`src/rtl/pg_carry_pipe.sv`:
```
// pg_carry_pipe: two-stage propagate/generate + 4-bit-group carry-lookahead pipeline.
// Stage 1 registers p/g/cin. Stage 2 registers the carry vector, cout and ovf.
// Optional subtract mode: define PG_CARRY_SUB_EN to add the 'sub' input (a - b).
module pg_carry_pipe #(
  parameter int WIDTH = 16,
  parameter int GROUP = 4
) (
  input  logic             clk,
  input  logic             rst,
  input  logic             in_valid,
  output logic             in_ready,
  input  logic [WIDTH-1:0] a,
  input  logic [WIDTH-1:0] b,
  input  logic             cin,
`ifdef PG_CARRY_SUB_EN
  input  logic             sub,
`endif
  output logic             out_valid,
  input  logic             out_ready,
  output logic [WIDTH-1:0] p_out,
  output logic [WIDTH-1:0] c_out,
  output logic             cout,
  output logic             ovf
);

  localparam int unsigned NG = WIDTH / GROUP;

  logic             s1_valid;
  logic [WIDTH-1:0] s1_p;
  logic [WIDTH-1:0] s1_g;
  logic             s1_cin;

  logic             s1_load;
  logic             s2_load;

  logic [WIDTH-1:0] b_eff;
  logic             cin_eff;

  logic [WIDTH-1:0] c_n;
  logic             cout_n;

  assign s2_load  = !out_valid || out_ready;
  assign s1_load  = !s1_valid || s2_load;
  assign in_ready = s1_load;

`ifdef PG_CARRY_SUB_EN
  assign b_eff   = sub ? ~b : b;
  assign cin_eff = sub | cin;
`else
  assign b_eff   = b;
  assign cin_eff = cin;
`endif

  always_ff @(posedge clk or posedge rst) begin
    if (rst) begin
      s1_valid <= 1'b0;
      s1_p     <= '0;
      s1_g     <= '0;
      s1_cin   <= 1'b0;
    end else if (s1_load) begin
      s1_valid <= in_valid;
      if (in_valid) begin
        s1_p   <= a ^ b_eff;
        s1_g   <= a & b_eff;
        s1_cin <= cin_eff;
      end
    end
  end

  // Group carries ripple group-to-group through a scalar; bit carries inside
  // a group are written out in flattened lookahead form so no vector feeds itself.
  always_comb begin
    logic       carry;
    logic       gp;
    logic       gg;
    logic [3:0] p4;
    logic [3:0] g4;
    c_n   = '0;
    carry = s1_cin;
    gp    = 1'b0;
    gg    = 1'b0;
    p4    = '0;
    g4    = '0;
    for (int unsigned k = 0; k < NG; k++) begin
      p4 = s1_p[4*k +: 4];
      g4 = s1_g[4*k +: 4];
      gp = &p4;
      gg = g4[3] | (p4[3] & g4[2]) | (p4[3] & p4[2] & g4[1]) | (p4[3] & p4[2] & p4[1] & g4[0]);
      c_n[4*k]   = carry;
      c_n[4*k+1] = g4[0] | (p4[0] & carry);
      c_n[4*k+2] = g4[1] | (p4[1] & g4[0]) | (p4[1] & p4[0] & carry);
      c_n[4*k+3] = g4[2] | (p4[2] & g4[1]) | (p4[2] & p4[1] & g4[0]) | (p4[2] & p4[1] & p4[0] & carry);
      carry      = gg | (gp & carry);
    end
    cout_n = carry;
  end

  always_ff @(posedge clk or posedge rst) begin
    if (rst) begin
      out_valid <= 1'b0;
      p_out     <= '0;
      c_out     <= '0;
      cout      <= 1'b0;
      ovf       <= 1'b0;
    end else if (s2_load) begin
      out_valid <= s1_valid;
      if (s1_valid) begin
        p_out <= s1_p;
        c_out <= c_n;
        cout  <= cout_n;
        ovf   <= c_n[WIDTH-1] ^ cout_n;
      end
    end
  end

endmodule

```
`config.mk`:
```
export PLATFORM = sky130hd
export DESIGN_NAME = pg_carry_pipe
export DESIGN_NICKNAME = d
export VERILOG_FILES = /design/src/rtl/pg_carry_pipe.sv
export SDC_FILE = /design/constraint.sdc
export NUM_CORES = 1
export LEC_CHECK = 0
export ABC_AREA = 1
export CAP_MARGIN = 40
export CORE_MARGIN = 1
export CORE_UTILIZATION = 49
export CTS_CLUSTER_DIAMETER = 80
export DETAILED_ROUTE_END_ITERATION = 6
export PLACE_DENSITY = 0.82
export REMOVE_ABC_BUFFERS = 1
export SETUP_SLACK_MARGIN = 0.2
export SYNTH_ARGS = -nofsm -noshare
export SYNTH_HDL_FRONTEND = slang
export SYNTH_SLANG_ARGS = --single-unit
```
`constraint.sdc`:
```
create_clock -name clk -period 2.25 [get_ports clk]
set_input_delay 0.3375 -clock clk [delete_from_list [all_inputs] [get_ports clk]]
set_output_delay 0.3375 -clock clk [all_outputs]
set_load 0.005 [all_outputs]
```
==> summary.md, run 1 <==
| Metric | Value |
|---|---|
| Status | `completed` |
| Post-DP HPWL | `4490 µm` |
| CP startpoint kind | `input port` |
| RSZ-0062 raised after global routing | `no` |
| #FFs+latches synth | `69` |
| Number of synthesized flops with an enable pin | `0` |
| Biggest area consumer among synthesized cells | `dfrtp_1` |
| Final setup violation count | `0` |
| Per-cell routed wire length | `13.2 µm` |
| Synth async-reset ratio | `1.00` |
| Clk_skew | `8.16 ps` |
| Fin crit share | `0.812` |
| Number of gates resized after CTS | `0` |
| Yosys top cell area share | `0.573` |
| CTS tree | `built` |
| Ranking of synthesized cells by area | `dfrtp_1, ha_1, nand2_1` |
| Post-synth top cells | `dfrtp_1, nand2_1, nor2_1` |
| Post-Syn Instances | `306` |
| Clk buf depth | `2` |
| Clk_lat worst skew | `340 ps` |
| Post-CTS Setup Bufs | `0` |
| Clk slew on worst S/H paths | `70 ps` |
| Vias | `2346` |
| Largest net degree at the start of global routing | `70` |
| Post-route minimum period | `1830 ps` |
| Hold/Removal Path Class | `in -> async` |
| Post-route ant nets | `0` |
| Die area | `6460 µm²` |
| Fmax | `548 MHz` |
| Core footprint | `5920 µm²` |
| Number of global-route vias before repair | `2318` |
| Most frequent cell after synthesis | `dfrtp_1` |
| Synth cell types | `25` |
| Placed Instance Area | `3860 µm²` |
| CTS Root Cell | `clkbuf_8` |
| Pwr Density | `1000 nW/µm²` |
| Starting DRT DRC Count | `112` |
| Area of the multi-input gates | `1130 µm²` |
| Critical path required time | `1910 ps` |
| Post-DR vias/cell | `5.03` |
| Antenna cells | `0` |
| Filler instances | `444` |
| Final Net Count | `439` |
| Design Area, Final | `4060 µm²` |
| CP max FO | `3` |
| Count of final hold-check violations | `0` |
| DRC Markers | `0` |
| Final WL | `6160 µm` |
| Share of cells above drive strength 1 | `0.133` |
| Area grow syn2layout | `34.9%` |
| Die extent in x | `80.4 µm` |
| FF+latch area | `1730 µm²` |
| Grt total ovfl | `0` |
| RePlAce Congestion | `0.749` |
| H-tree levels | `3` |
| Yosys Warn Count | `0` |
| Max Cap Viol | `0` |
| Die Y | `80.4 µm` |
| Cell Rows | `28` |
| Worst Max-Slew Pin Slew | `505 ps` |
| Ys flop type | `dfrtp_1` |
| Mean post-synth cell area | `9.84 µm²` |
| WP data arrival | `1490 ps` |
| Fin worst setup slack | `424 ps` |
| Mapped Area | `3010 µm²` |
| Sequential area share after synthesis | `0.573` |
| Leak Pwr | `1.92 nW` |
| Slew HR | `0.662` |
| Hold_buf cts | `0` |
| Initial antenna violation count | `0` |
| Wire length of the first global-routing pass | `10500 µm` |
| Total CTS buffers | `9` |
| Slew Viols, Final | `0` |
| I/O pin cnt | `73` |
| Starting Density | `0.509` |
| Place WS | `251 ps` |
| Clock Sinks | `69` |
| TritonRoute pass-1 iters | `4` |
| Crit Path Class | `in -> out` |
| PortBufs | `72` |
| CP Capture Type | `output port` |
| Worst vdd ir | `0.547 mV` |
| TNS Setup | `0 ps` |
| Total Routing Usage GR | `0.220` |
## cell families after synthesis
group	Yosys count	share of synthesized area
and+or+nand+nor	107	0.155
DFF	69	0.573
AOI/OAI and AO/OA	64	0.114
buffers and inverters	40	0.0536
adders and majority gates	16	0.0665
muxes	10	0.0374
## metal layers
layer / track usage / routed length (µm) / up-vias
met5: 0 / 0 / -
met4: 0.123 / 154 / 0
met3: 0.0386 / 298 / 12
met2: 0.356 / 2970 / 72
met1: 0.279 / 2740 / 1106
li1: - / - / 1156
## power by group
group | switching, mW | internal [mW] | total [mW] | leakage, nW
clock | 0.450 | 0.619 | 1.07 | 0.107
sequential | 0.194 | 1.57 | 1.76 | 0.805
combinational | 0.540 | 0.704 | 1.24 | 1.01
## flip-flops by register name, summed over array words and instances (netlist names)
name and flops:
cout 1, s1_g 16, c_out 16, out_valid 1
p_out 16, s1_cin 1, ovf 1, s1_valid 1
s1_p 16
## final timing paths
check	start	end	slack (ps)	cells after the start
max reg2reg	out_valid	s1_g[1]	700	5
min	rst	c_out[3]	390	3
max in group asynchronous	rst	s1_p[12]	1590	3
min reg2reg	p_out[12]	p_out[12]	480	2
min in group clk	p_out[12]	p_out[12]	480	2
max	out_ready	in_ready	420	4
## through the flow
step	util	hold slack [ps]	cells	power, mW
floorplan	-	460	293	2.31
detailed placement	0.651	464	450	3.04
CTS	0.686	396	466	4.11
finish	0.686	387	466	4.07
global route	0.686	425	466	4.32
global placement	0.651	464	450	2.99
## layout by cell type, fill, tap and decap left out, drive strengths merged
cell	netlist	routed
inv	27	27
nand3	4	4
clkdlybuf4s50	0	72
o21a	1	1
a21oi	32	32
clkbuf	4	11
nor2	39	39
nor3	3	3
mux2	10	10
o21ai	22	22
o21bai	1	1
dfrtp	69	69
o211ai	1	1
nor4	1	1
bufinv	0	2
o221ai	1	1
ha	16	16
nand2	60	60
a31oi	6	6
buf	9	10
clkinv	0	3
## area by class of cell
| class | instances | area share |
|---|---|---|
| sequential | 69 | 0.425 |
| multi-input combinational | 197 | 0.277 |
| timing repair buffer | 82 | 0.199 |
| clock buffer | 11 | 0.0323 |
| inverter | 27 | 0.0249 |
| tap | 75 | 0.0231 |
| clock inverter | 5 | 0.0185 |
## worst max-delay path, stage by stage
cell,delay (ps)
clkdlybuf4s50_1,450
inv_1,40
nand3_1,130
clkdlybuf4s50_1,530
No activity file was read; power rests on OpenSTA's default activity.
==> run 2, diff against run 1 <==
==> constraint.sdc (replaced) <==
create_clock -name clk -period 1.75 [get_ports clk]
set_input_delay 0.2625 -clock clk [delete_from_list [all_inputs] [get_ports clk]]
set_output_delay 0.2625 -clock clk [all_outputs]
set_load 0.005 [all_outputs]
==> run 2 against run 1 <==
Power up 25%. Critical path depth fell by 3. Sequential power rose by 29%. Via count up 0.85%. First-iteration DRC count down 8.9%. Clock power grew 11%. Highest routed layer unchanged.
==> summary.md, run 2 (synthesis results as in run 1) <==
| Metric | Value |
|---|---|
| Sequential Power Share | `0.446` |
| Slew Viols, Final | `0` |
| Initial antenna violation count | `0` |
| Critical path required time | `1490 ps` |
| Switching Power | `1.50 mW` |
| DR WL met2 | `2910 µm` |
| Total Routing Usage GR | `0.209` |
| Hold/Removal Path Class | `in -> async` |
| Total CTS buffers | `9` |
| Reg2reg setup slack | `270 ps` |
| Core footprint | `5920 µm²` |
| Antenna cells | `0` |
| Die area | `6460 µm²` |
| Switching Fraction | `0.294` |
| Peak per-stage delay on the critical path | `510 ps` |
| Starting Density | `0.509` |
| Placed cells | `449` |
| I/O pin cnt | `73` |
| Buf/Inv on CP | `1` |
| Crit Path Class | `reg -> out` |
| Number of global-route vias before repair | `2252` |
| Post-DP HPWL | `4340 µm` |
| Final hold slack | `229 ps` |
| Per-cell routed wire length | `13.0 µm` |
| Slew HR | `0.762` |
| Finished Layout Cells | `464` |
| CP max FO | `2` |
| Reg2reg end | `ovf` |
| Final WL | `6010 µm` |
| PortBufs | `72` |
| Vias | `2366` |
| Share of cells above drive strength 1 | `0.141` |
| Clk_lat worst skew | `330 ps` |
| RSZ-0062 raised after global routing | `yes` |
| Post-DR vias/cell | `5.10` |
| Place WS | `94.0 ps` |
| CTS Root Cell | `clkbuf_8` |
| Cell Rows | `28` |
| Met3 routed WL | `328 µm` |
| RePlAce Congestion | `0.733` |
| Clk_skew | `5.78 ps` |
| DRC Markers | `0` |
| Max Cap Viol | `0` |
| Clock Power Share | `0.234` |
| CTS tree | `built` |
| Hold_buf cts | `0` |
| Die extent in x | `80.4 µm` |
| WL met1 | `2680 µm` |
| H-tree levels | `3` |
| Die Y | `80.4 µm` |
| Most common cell after layout, fill and taps aside | `clkdlybuf4s50_1` |
| Leak Pwr | `1.93 nW` |
| CP startpoint kind | `register` |
| Filler instances | `457` |
| Fin worst setup slack | `256 ps` |
| Worst Max-Slew Pin Slew | `356 ps` |
| Starting DRT DRC Count | `102` |
| Clock Sinks | `69` |
| Critical path cell sequence | `clkdlybuf4s50_1` |
| Grt total ovfl | `0` |
| Crit path max-delay family | `buffers and inverters` |
| Slowest-stage cell, CP | `clkdlybuf4s50_1` |
| Pwr Density | `1240 nW/µm²` |
| TritonRoute pass-1 iters | `4` |
| Fin crit share | `0.854` |
| Commonest cells after routing, fill and taps aside | `clkdlybuf4s50_1, dfrtp_1, nand2_1, nor2_1, a21oi_1` |
| Final Power | `5.09 mW` |
| Top sig layer | `met4` |
| Wire length of the first global-routing pass | `10000 µm` |
| Post-route ant nets | `0` |
| Area grow syn2layout | `35.8%` |
| Comb power frac | `0.319` |
| WP data arrival | `1230 ps` |
| Internal | `3.59 mW` |
| Largest net degree at the start of global routing | `37` |
| Reg2reg start | `s1_p[7]` |
| Reg2reg path depth | `11` |
| Final setup violation count | `0` |
| Final Net Count | `439` |
| CP Capture Type | `output port` |
| Clk buf depth | `2` |
| Clk slew on worst S/H paths | `70 ps` |
| Fmax | `669 MHz` |
| Worst vdd ir | `0.773 mV` |
| Post-route minimum period | `1490 ps` |
| Count of final hold-check violations | `0` |
| Status | `completed` |
==> run 2: power by group through the flow <==
stage | Sequential [mW] | Clock [mW] | Combinational, mW
final | 2.27 | 1.19 | 1.63
after global routing | 2.32 | 1.29 | 1.80
after CTS | 2.27 | 1.22 | 1.63
after detailed placement | 2.29 | 0 | 1.62
after global placement | 2.28 | 0 | 1.58
after floorplan | 2.27 | 0 | 0.691
==> run 2: routing by layer <==
layer	vias up	global-route usage
li1	1162	-
met1	1127	0.259
met2	71	0.347
met3	6	0.0557
met4	0	0.0804
met5	-	0
==> run 2: cell type report <==
class	count	area [µm²]	share of cell area
Timing Repair Buffer	82	845	0.207
Clock buffer	13	179	0.0438
Sequential cell	69	1730	0.422
Inverter	27	101	0.0248
Multi-Input combinational cell	197	1140	0.278
Tap cell	75	93.8	0.0229
Clock inverter	1	5.00	0.00122
==> run 2: per-stage QoR <==
| stage | setup TNS (ps) | cell area, µm² | util |
|---|---|---|---|
| final | 0 | 4090 | 0.691 |
| after global routing | 0 | 4090 | 0.691 |
| after CTS | 0 | 4070 | 0.688 |
| after detailed placement | 0 | 3890 | 0.656 |
| after global placement | 0 | 3890 | 0.656 |
| after floorplan | -24300 | 2950 | - |
==> run 2: worst max path at each step <==
| stage | slack [ps] | endpoint | from | cells after the start |
|---|---|---|---|---|
| 2_1_floorplan | -290 | c_out[7] | out_valid | 5 |
| 3_3_place_gp | 100 | in_ready | out_ready | 4 |
| 3_5_place_dp | 90 | in_ready | out_ready | 4 |
| 4_1_cts | 240 | p_out[12] | p_out[12] | 1 |
| 5_1_grt | 110 | ovf | s1_p[7] | 11 |
| 6_report | 260 | p_out[8] | p_out[8] | 1 |
==> run 2: what timing repair did <==
action,in CTS,in global routing
endpoints found under the setup margin,1,4
gates resized for setup,2,2
setup buffers,0,1
pin swaps,1,2
==> run 2: worst register-to-register path, cell delays in order (launching register included) <==
cell     delay [ps]
dfrtp_1         400
nand2_2          90
nor3_1          230
nor2_2           80
nand2_2          90
nand2_2          70
nand2_4          90
nand2_2          50
nand2_2          70
nand2_1          50
nor2_1          100
nor2_1           40
